===== src/rtl/mem_access_pkg.sv =====
// Shared encodings for the data-memory initiator: access sizes, FSM states, lane-enable patterns.
package mem_access_pkg;

  localparam logic [1:0] SZ_BYTE = 2'b00;
  localparam logic [1:0] SZ_HALF = 2'b01;
  localparam logic [1:0] SZ_WORD = 2'b10;

  typedef enum logic [1:0] {
    ST_IDLE   = 2'd0,
    ST_ACCESS = 2'd1,
    ST_RESP   = 2'd2
  } state_e;

  localparam logic [3:0] BT_WORD    = 4'b1111;
  localparam logic [3:0] BT_HALF_LO = 4'b0011;
  localparam logic [3:0] BT_HALF_HI = 4'b1100;
  localparam logic [3:0] BT_BYTE0   = 4'b0001;

endpackage


===== src/rtl/mem_lane_align.sv =====
// Combinational lane logic: lane enables and misalignment for a request, lane select plus
// sign/zero extension for a read word. Zero latency, no flow control.
module mem_lane_align
  import mem_access_pkg::*;
(
  input  logic [1:0]  size_i,
  input  logic        signed_i,
  input  logic [1:0]  addr_lo_i,
  input  logic [31:0] rword_i,
  output logic [3:0]  bit_type_o,
  output logic        misalign_o,
  output logic [31:0] rdata_o
);

  logic [7:0]  byte_sel;
  logic [15:0] half_sel;

  always_comb begin
    byte_sel = rword_i[7:0];
    case (addr_lo_i)
      2'd1:    byte_sel = rword_i[15:8];
      2'd2:    byte_sel = rword_i[23:16];
      2'd3:    byte_sel = rword_i[31:24];
      default: byte_sel = rword_i[7:0];
    endcase
    half_sel = addr_lo_i[1] ? rword_i[31:16] : rword_i[15:0];

    bit_type_o = '0;
    misalign_o = 1'b0;
    rdata_o    = '0;
    case (size_i)
      SZ_BYTE: begin
        bit_type_o = BT_BYTE0 << addr_lo_i;
        rdata_o    = {{24{signed_i & byte_sel[7]}}, byte_sel};
      end
      SZ_HALF: begin
        misalign_o = addr_lo_i[0];
        bit_type_o = addr_lo_i[1] ? BT_HALF_HI : BT_HALF_LO;
        rdata_o    = {{16{signed_i & half_sel[15]}}, half_sel};
      end
      SZ_WORD: begin
        misalign_o = |addr_lo_i;
        bit_type_o = BT_WORD;
        rdata_o    = rword_i;
      end
      default: misalign_o = 1'b1;
    endcase
  end

endmodule


===== src/rtl/mem_access_unit.sv =====
// Single-outstanding load/store initiator for the data memory; response 2 cycles after accept
// (1 for misaligned/illegal). req_ready only in IDLE; the response pulse cannot be stalled.
module mem_access_unit
  import mem_access_pkg::*;
#(
  parameter int ADDR_W = 32,
  parameter int DATA_W = 32
) (
  input  logic              clk,
  input  logic              reset,
  input  logic              req_valid,
  output logic              req_ready,
  input  logic              req_write,
  input  logic [1:0]        req_size,
  input  logic              req_signed,
  input  logic [ADDR_W-1:0] req_addr,
  input  logic [DATA_W-1:0] req_wdata,
  input  logic [31:0]       req_pc,
  output logic              resp_valid,
  output logic [DATA_W-1:0] resp_rdata,
  output logic              resp_exc,
  output logic [31:0]       dm_pc,
  output logic [ADDR_W-1:0] dm_addr,
  output logic [3:0]        dm_bit_type,
  output logic [DATA_W-1:0] dm_wdata,
  output logic              dm_we,
  input  logic [DATA_W-1:0] dm_rdata
);

  state_e            state_q;
  logic              wr_q;
  logic [1:0]        size_q;
  logic              sgn_q;
  logic [1:0]        addr_lo_q;
  logic              resp_valid_q;
  logic              resp_exc_q;
  logic [DATA_W-1:0] resp_rdata_q;
  logic [31:0]       dm_pc_q;
  logic [ADDR_W-1:0] dm_addr_q;
  logic [3:0]        dm_bt_q;
  logic [DATA_W-1:0] dm_wdata_q;
  logic              dm_we_q;

  logic        idle;
  logic [1:0]  al_size;
  logic        al_sgn;
  logic [1:0]  al_addr_lo;
  logic [3:0]  al_bt;
  logic        al_misalign;
  logic [31:0] al_rdata;

  // One aligner serves both phases: live request fields in IDLE, latched fields afterwards.
  assign idle       = (state_q == ST_IDLE);
  assign al_size    = idle ? req_size : size_q;
  assign al_sgn     = idle ? req_signed : sgn_q;
  assign al_addr_lo = idle ? req_addr[1:0] : addr_lo_q;

  mem_lane_align u_align (
    .size_i     (al_size),
    .signed_i   (al_sgn),
    .addr_lo_i  (al_addr_lo),
    .rword_i    (dm_rdata),
    .bit_type_o (al_bt),
    .misalign_o (al_misalign),
    .rdata_o    (al_rdata)
  );

  always_ff @(posedge clk) begin
    if (!reset) begin
      state_q      <= ST_IDLE;
      wr_q         <= 1'b0;
      size_q       <= SZ_BYTE;
      sgn_q        <= 1'b0;
      addr_lo_q    <= 2'b00;
      resp_valid_q <= 1'b0;
      resp_exc_q   <= 1'b0;
      resp_rdata_q <= '0;
      dm_pc_q      <= '0;
      dm_addr_q    <= '0;
      dm_bt_q      <= '0;
      dm_wdata_q   <= '0;
      dm_we_q      <= 1'b0;
    end else begin
      case (state_q)
        ST_IDLE: begin
          if (req_valid) begin
            wr_q      <= req_write;
            size_q    <= req_size;
            sgn_q     <= req_signed;
            addr_lo_q <= req_addr[1:0];
            dm_pc_q   <= req_pc;
            if (al_misalign) begin
              state_q      <= ST_RESP;
              resp_valid_q <= 1'b1;
              resp_exc_q   <= 1'b1;
              resp_rdata_q <= '0;
            end else begin
              state_q    <= ST_ACCESS;
              dm_addr_q  <= {req_addr[ADDR_W-1:2], 2'b00};
              dm_wdata_q <= req_wdata;
              dm_bt_q    <= al_bt;
              dm_we_q    <= req_write;
            end
          end
        end
        ST_ACCESS: begin
          state_q      <= ST_RESP;
          resp_valid_q <= 1'b1;
          resp_exc_q   <= 1'b0;
          resp_rdata_q <= wr_q ? '0 : al_rdata;
          dm_bt_q      <= '0;
          dm_we_q      <= 1'b0;
        end
        ST_RESP: begin
          state_q      <= ST_IDLE;
          resp_valid_q <= 1'b0;
          resp_exc_q   <= 1'b0;
        end
        default: state_q <= ST_IDLE;
      endcase
    end
  end

  assign req_ready   = idle;
  assign resp_valid  = resp_valid_q;
  assign resp_exc    = resp_exc_q;
  assign resp_rdata  = resp_rdata_q;
  assign dm_pc       = dm_pc_q;
  assign dm_addr     = dm_addr_q;
  assign dm_bit_type = dm_bt_q;
  assign dm_wdata    = dm_wdata_q;
  // A reset asserted mid-ACCESS must suppress the write in that same cycle.
  assign dm_we       = dm_we_q & reset;

endmodule


===== config.mk =====
export PLATFORM = sky130hd
export DESIGN_NAME = mem_access_unit
export DESIGN_NICKNAME = d
export VERILOG_FILES = /design/src/rtl/mem_access_pkg.sv /design/src/rtl/mem_lane_align.sv /design/src/rtl/mem_access_unit.sv
export SDC_FILE = /design/constraint.sdc
export NUM_CORES = 1
export LEC_CHECK = 0
export ABC_AREA = 1
export ABC_CLOCK_PERIOD_IN_PS = 5600
export CAP_MARGIN = 10
export CORE_MARGIN = 4
export CORE_UTILIZATION = 46
export CTS_BUF_LIST = sky130_fd_sc_hd__clkbuf_16
export DETAILED_ROUTE_END_ITERATION = 10
export HOLD_SLACK_MARGIN = 0.1
export PLACE_DENSITY = 0.93
export SYNTH_ARGS = -nofsm -noshare
export SYNTH_HDL_FRONTEND = slang
export SYNTH_SLANG_ARGS = --single-unit

===== constraint.sdc =====
create_clock -name clk -period 5.6 [get_ports clk]
set_input_delay 1.12 -clock clk [delete_from_list [all_inputs] [get_ports clk]]
set_output_delay 1.12 -clock clk [all_outputs]
set_load 0.03 [all_outputs]

==> out/qor.yml, run 1 <==
status: "complete, no violations"
skew_ns: 0.0109
area_growth_pct: 53.1
hold_path.class: "flip-flop to flip-flop"
worst-slew-pin-transition_ns: 1.07
dieWidth_um: 123
dp_hpwl_mm: 13.6
vdd_ir_drop_max_v: 0.000340
clk_pin_slew_worst_paths_ns: 0.06
required_ns: 4.48
power_frac_clock_pct: 22.0
gr-total-overflow: 0
cts_setup_buffers: 0
wire_per_inst_um: 14.5
synth_cell_types: 31
antenna_left: 0
finalWirelength_mm: 18.7
grt_start_max_net_pins: 104
seq_power_share_pct: 28.6
layout-drive-gt1-share_pct: 6.12
die_area_um2: 15200
crit_type: "flip-flop to output port"
start_util_pct: 47.8
setup_tns_ns: 0
vias_per_cell: 4.91
htreeDepth: 4
fin_crit_sh_pct: 61.5
worstSetupEndpointType: "output port"
grt_pass1_vias: 5994
hold_viol_final: 0
numPortBuffers: 268
critical_path.startpoint_type: "flip-flop"
syn_inst: 856
maxCapViolCount: 0
ys_ff_latch: 141
setup_viol: 0
placed_area_um2: 8760
first_iter_violations: 531
grtUsageTotal_pct: 24.0
synth_top_cells_by_count: "nand2_1, dfxtp_1, nor2_1"
rr_worst_depth: 10
ys_warn_count: 0
synth_area_um2: 6130
nets: 1238
cts.hold.buffers_added: 0
p_int_uw: 2870
synth_area_leaders: "dfxtp_1, nand2_1, o21ai_0"
rrSetupSlack_ns: 2.18
switchingPower_uw: 2160
cts_max_path_buffers: 2
hold_depth: 2
insertion_delay_ns: 0.42
ys_seq_area_share_pct: 46.1
core_area_um2: 12800
synth_top_area_share_pct: 46.1
design_area_um2: 9380
leakagePower_uw: 0.00381
timing.rr.start: "state_q[1]"
synth.largest_area_cell: "dfxtp_1"
min_to: "dm_wdata[8]"
vias: 6316
cts-buffers-inserted: 17
syn_area_per_cell_um2: 7.16
min_from: "dm_wdata[8]"
dr.pass1.iters: 5
cts-root-buf: "clkbuf_16"
slew_viol_final: 0
ios: 271
layout_min_cycle_time_ns: 3.44
fmax_ghz: 0.291
synth_most_common_cell: "nand2_1"
setup_slack_ns: 2.16
synth_ff_type: "dfxtp_1"
combPwrFrac_pct: 49.3
r2r-end: "dm_addr[24]"
slew_headroom_pct: 28.6
worstPathArrival_ns: 2.32
fp-row-count: 41
grt_setup_unrepaired: "no"
synth-edff-count: 0
cts.sinks: 141
drc: 0
place_ws_ns: 1.60
critical_path.max_fanout: 16
cts_resized: 0
gp_congestion: 0.907
synthArstFlopShare_pct: 0
grt_pass1_wl_mm: 28.6
die-height_um: 123
antenna_found_initial: 2
swShare_pct: 42.9
tritoncts: "yes"
power_density_nw_per_um2: 536
-- worst max-delay path by stage --
stage,startpoint,to,slack [ns],cells after the start
final,state_q[1],req_ready,2.16,3
after global routing,state_q[0],dm_addr[15],1.81,10
after CTS,state_q[1],addr_lo_q[0],2.05,6
after detailed placement,req_valid,addr_lo_q[0],1.60,5
after global placement,req_valid,size_q[1],1.67,5
after floorplan,reset,dm_we,2.83,3
-- cells in the final DEF (no fill, tap or decap), types with 2 or more instances in the layout --
| master | count |
|---|---|
| nand2_2 | 8 |
| dfxtp_1 | 141 |
| nor2_4 | 2 |
| o21ai_2 | 2 |
| clkbuf_16 | 17 |
| nand3_2 | 2 |
| buf_4 | 3 |
| nand2_4 | 2 |
| nand3_1 | 16 |
| conb_1 | 2 |
| bufinv_16 | 3 |
| inv_1 | 99 |
| a21oi_2 | 10 |
| clkinvlp_4 | 2 |
| o21ai_0 | 104 |
| diode_2 | 2 |
| clkdlybuf4s50_1 | 267 |
| clkinv_2 | 3 |
| a21oi_1 | 102 |
| nand2_1 | 179 |
| nor2_1 | 123 |
| ha_1 | 4 |
| clkinv_1 | 2 |
| inv_2 | 4 |
-- stage by stage --
stage	hold slack (ns)	std cells	power, µW	util [%]
2_1_floorplan	0.445	857	3080	-
3_3_place_gp	0.431	1251	3850	68.3
3_5_place_dp	0.436	1251	3900	68.3
4_1_cts	0.445	1283	5030	72.9
5_1_grt	0.458	1286	5330	73.1
6_report	0.442	1286	5020	73.1
-- registers in the layout (all words and copies together), names as in the netlist --
| signal | cells |
|---|---|
| dm_bit_type | 4 |
| dm_we_q | 1 |
| dm_wdata | 32 |
| dm_addr | 30 |
| size_q | 2 |
| addr_lo_q | 2 |
| resp_valid | 1 |
| dm_pc | 32 |
| resp_rdata | 32 |
| sgn_q | 1 |
| wr_q | 1 |
| state_q | 2 |
| resp_exc | 1 |
-- power by group through the flow --
stage	Clock [µW]	Sequential [µW]	Combinational (µW)
after global routing	1160	1470	2700
after CTS	1120	1440	2460
after detailed placement	0	1460	2450
after global placement	0	1440	2410
after floorplan	0	1950	1130
final	1110	1440	2480
-- area by class of cell --
class	instances	area [µm²]
fillers	946	3450
flip-flops and latches	141	2820
repair buffers	272	2730
multi-input cells	567	2650
clock buffers	17	425
inverters	100	375
well taps	172	215
clock inverters	15	156
diodes	2	5.00
-- worst max-delay path, stage by stage (launching register included) --
cell,delay (ns)
dfxtp_1,0.32
inv_1,0.10
ha_1,0.66
clkdlybuf4s50_1,0.83
-- routing by layer --
metal,global-route usage (%),vias to the layer above,part of all wire [%]
met1,26.6,2784,38
met4,11.8,0,3.6
li1,-,3194,-
met5,0,-,0
met3,8.83,47,10
met2,40.4,291,48
-- cells by family (layout without fill, tap and decap cells) --
group                    count (synthesis)  count (layout)  synth area share (%)
buffers and inverters                  149             404                  10.7
other                                    1               4                0.0612
AND/OR/NAND/NOR                        337             337                  22.9
adder cells (fa/ha/maj)                  4               4                 0.817
flip-flops                             141             141                  46.1
AO/OA/AOI/OAI                          224             224                  19.5
No activity file was read; power rests on OpenSTA's default activity.
==> run 2: changes to the inputs <==
--- a/config.mk
+++ b/config.mk
@@ -6,14 +6,14 @@
 export NUM_CORES = 1
 export LEC_CHECK = 0
 export ABC_AREA = 1
-export ABC_CLOCK_PERIOD_IN_PS = 5600
+export ABC_CLOCK_PERIOD_IN_PS = 3550
 export CAP_MARGIN = 10
 export CORE_MARGIN = 4
-export CORE_UTILIZATION = 46
+export CORE_UTILIZATION = 42
 export CTS_BUF_LIST = sky130_fd_sc_hd__clkbuf_16
 export DETAILED_ROUTE_END_ITERATION = 10
 export HOLD_SLACK_MARGIN = 0.1
-export PLACE_DENSITY = 0.93
+export PLACE_DENSITY = 0.86
 export SYNTH_ARGS = -nofsm -noshare
 export SYNTH_HDL_FRONTEND = slang
 export SYNTH_SLANG_ARGS = --single-unit
==> constraint.sdc (replaced) <==
create_clock -name clk -period 3.55 [get_ports clk]
set_input_delay 0.71 -clock clk [delete_from_list [all_inputs] [get_ports clk]]
set_output_delay 0.71 -clock clk [all_outputs]
set_load 0.03 [all_outputs]
==> out/qor.yml, run 2 (synthesized netlist as in run 1, its figures left out) <==
setup_viol: 0
layout-drive-gt1-share_pct: 6.63
hold_viol_final: 0
use_met3_pct: 10.5
first_iter_violations: 444
antenna_left: 0
gp_congestion: 0.968
hold_path.class: "flip-flop to flip-flop"
cts_setup_buffers: 0
nets: 1242
skew_ns: 0.0112
fp-row-count: 43
worstPathArrival_ns: 2.03
dr.pass1.iters: 5
cts.hold.buffers_added: 0
grt_setup_unrepaired: "no"
grt_start_max_net_pins: 81
critical_path.startpoint_type: "flip-flop"
leakagePower_uw: 0.00381
grt_pass1_wl_mm: 28.9
insertion_delay_ns: 0.42
power.total_uw: 7970
worst-slew-pin-transition_ns: 0.647
vdd_ir_drop_max_v: 0.000520
numPortBuffers: 268
dp_hpwl_mm: 13.8
start_util_pct: 43.5
cts_resized: 0
cts.sinks: 141
clk_pin_slew_worst_paths_ns: 0.06
antenna_found_initial: 0
finalWirelength_mm: 18.9
slew_viol_final: 0
busiest_layer: "met2"
cpLargestDelayFamily: "buffers and inverters"
cts-root-buf: "clkbuf_16"
slowest_stage: "clkdlybuf4s50_1"
worstSetupEndpointType: "output port"
required_ns: 2.84
die-height_um: 129
tritoncts: "yes"
crit_chain: "inv_1 -> ha_1 -> buf_4 -> clkdlybuf4s50_1"
area_growth_pct: 53.8
critical_path.max_fanout: 15
gr-total-overflow: 0
cts_max_path_buffers: 2
slew_headroom_pct: 56.9
setup_tns_ns: 0
grt_pass1_vias: 5819
crit_type: "flip-flop to output port"
maxCapViolCount: 0
fmax_ghz: 0.365
wire_per_inst_um: 14.6
path_buf_inv: 3
drc: 0
final_common_cell: "clkdlybuf4s50_1"
vias_per_cell: 4.85
fin_crit_sh_pct: 77.2
grtUsageMet2_pct: 35.9
slowest_delay_ns: 0.73
htreeDepth: 4
power_density_nw_per_um2: 846
finish.utilization_pct: 66.8
core_area_um2: 14100
die_area_um2: 16600
grtUsageTotal_pct: 22.0
dieWidth_um: 129
status: "complete, no violations"
met1_usage_pct: 24.4
vias: 6286
ios: 271
antenna_cells: 0
cts-buffers-inserted: 17
layout_min_cycle_time_ns: 2.74
final_cell_mix: "clkdlybuf4s50_1, nand2_1, dfxtp_1, nor2_1, o21ai_0"
run 2: metrics by stage:
stage / setup WS (ns) / std cells / cell area (µm²) / hold slack (ns)
6_report: 0.809 / 1296 / 9420 / 0.441
5_1_grt: 0.697 / 1296 / 9420 / 0.462
4_1_cts: 0.793 / 1296 / 9420 / 0.444
3_5_place_dp: 0.780 / 1264 / 8820 / 0.436
3_3_place_gp: 0.835 / 1264 / 8820 / 0.431
2_1_floorplan: 1.46 / 857 / 6130 / 0.445
run 2: path summary, 6_finish.rpt:
kind,start,endpoint,depth (start not counted),slack [ns]
worst max-delay path,state_q[1],req_ready,4,0.81
worst min-delay path,dm_addr[7],dm_addr[7],2,0.44
worst max register to register,state_q[0],resp_rdata[15],12,1.04
worst min register to register,dm_addr[7],dm_addr[7],2,0.44
run 2: power breakdown:
group	leakage (µW)	internal (µW)	total (µW)	switching [µW]
sequential	0.00116	2030	2260	234
clock	0.000278	1100	1790	691
combinational	0.00238	1430	3920	2490
total	0.00381	4550	7970	3420
run 2: worst min-delay path, stage by stage, from the launching register on:
cell and delay (ns):
dfxtp_1 0.30, inv_1 0.04, a21oi_1 0.05
run 2: cell type report:
type / instances / area, µm²
fill: 1163 / 4670
sequential: 141 / 2820
timing repair buffer: 276 / 2750
multi-input combinational: 567 / 2650
clock buffer: 17 / 425
inverter: 100 / 375
tap: 180 / 225
clock inverter: 15 / 171
run 2: metal layers:
metal	vias to the layer above	share of wire, %
li1	3196	-
met1	2759	38
met2	283	47
met3	48	11
met4	0	3.2
met5	-	0
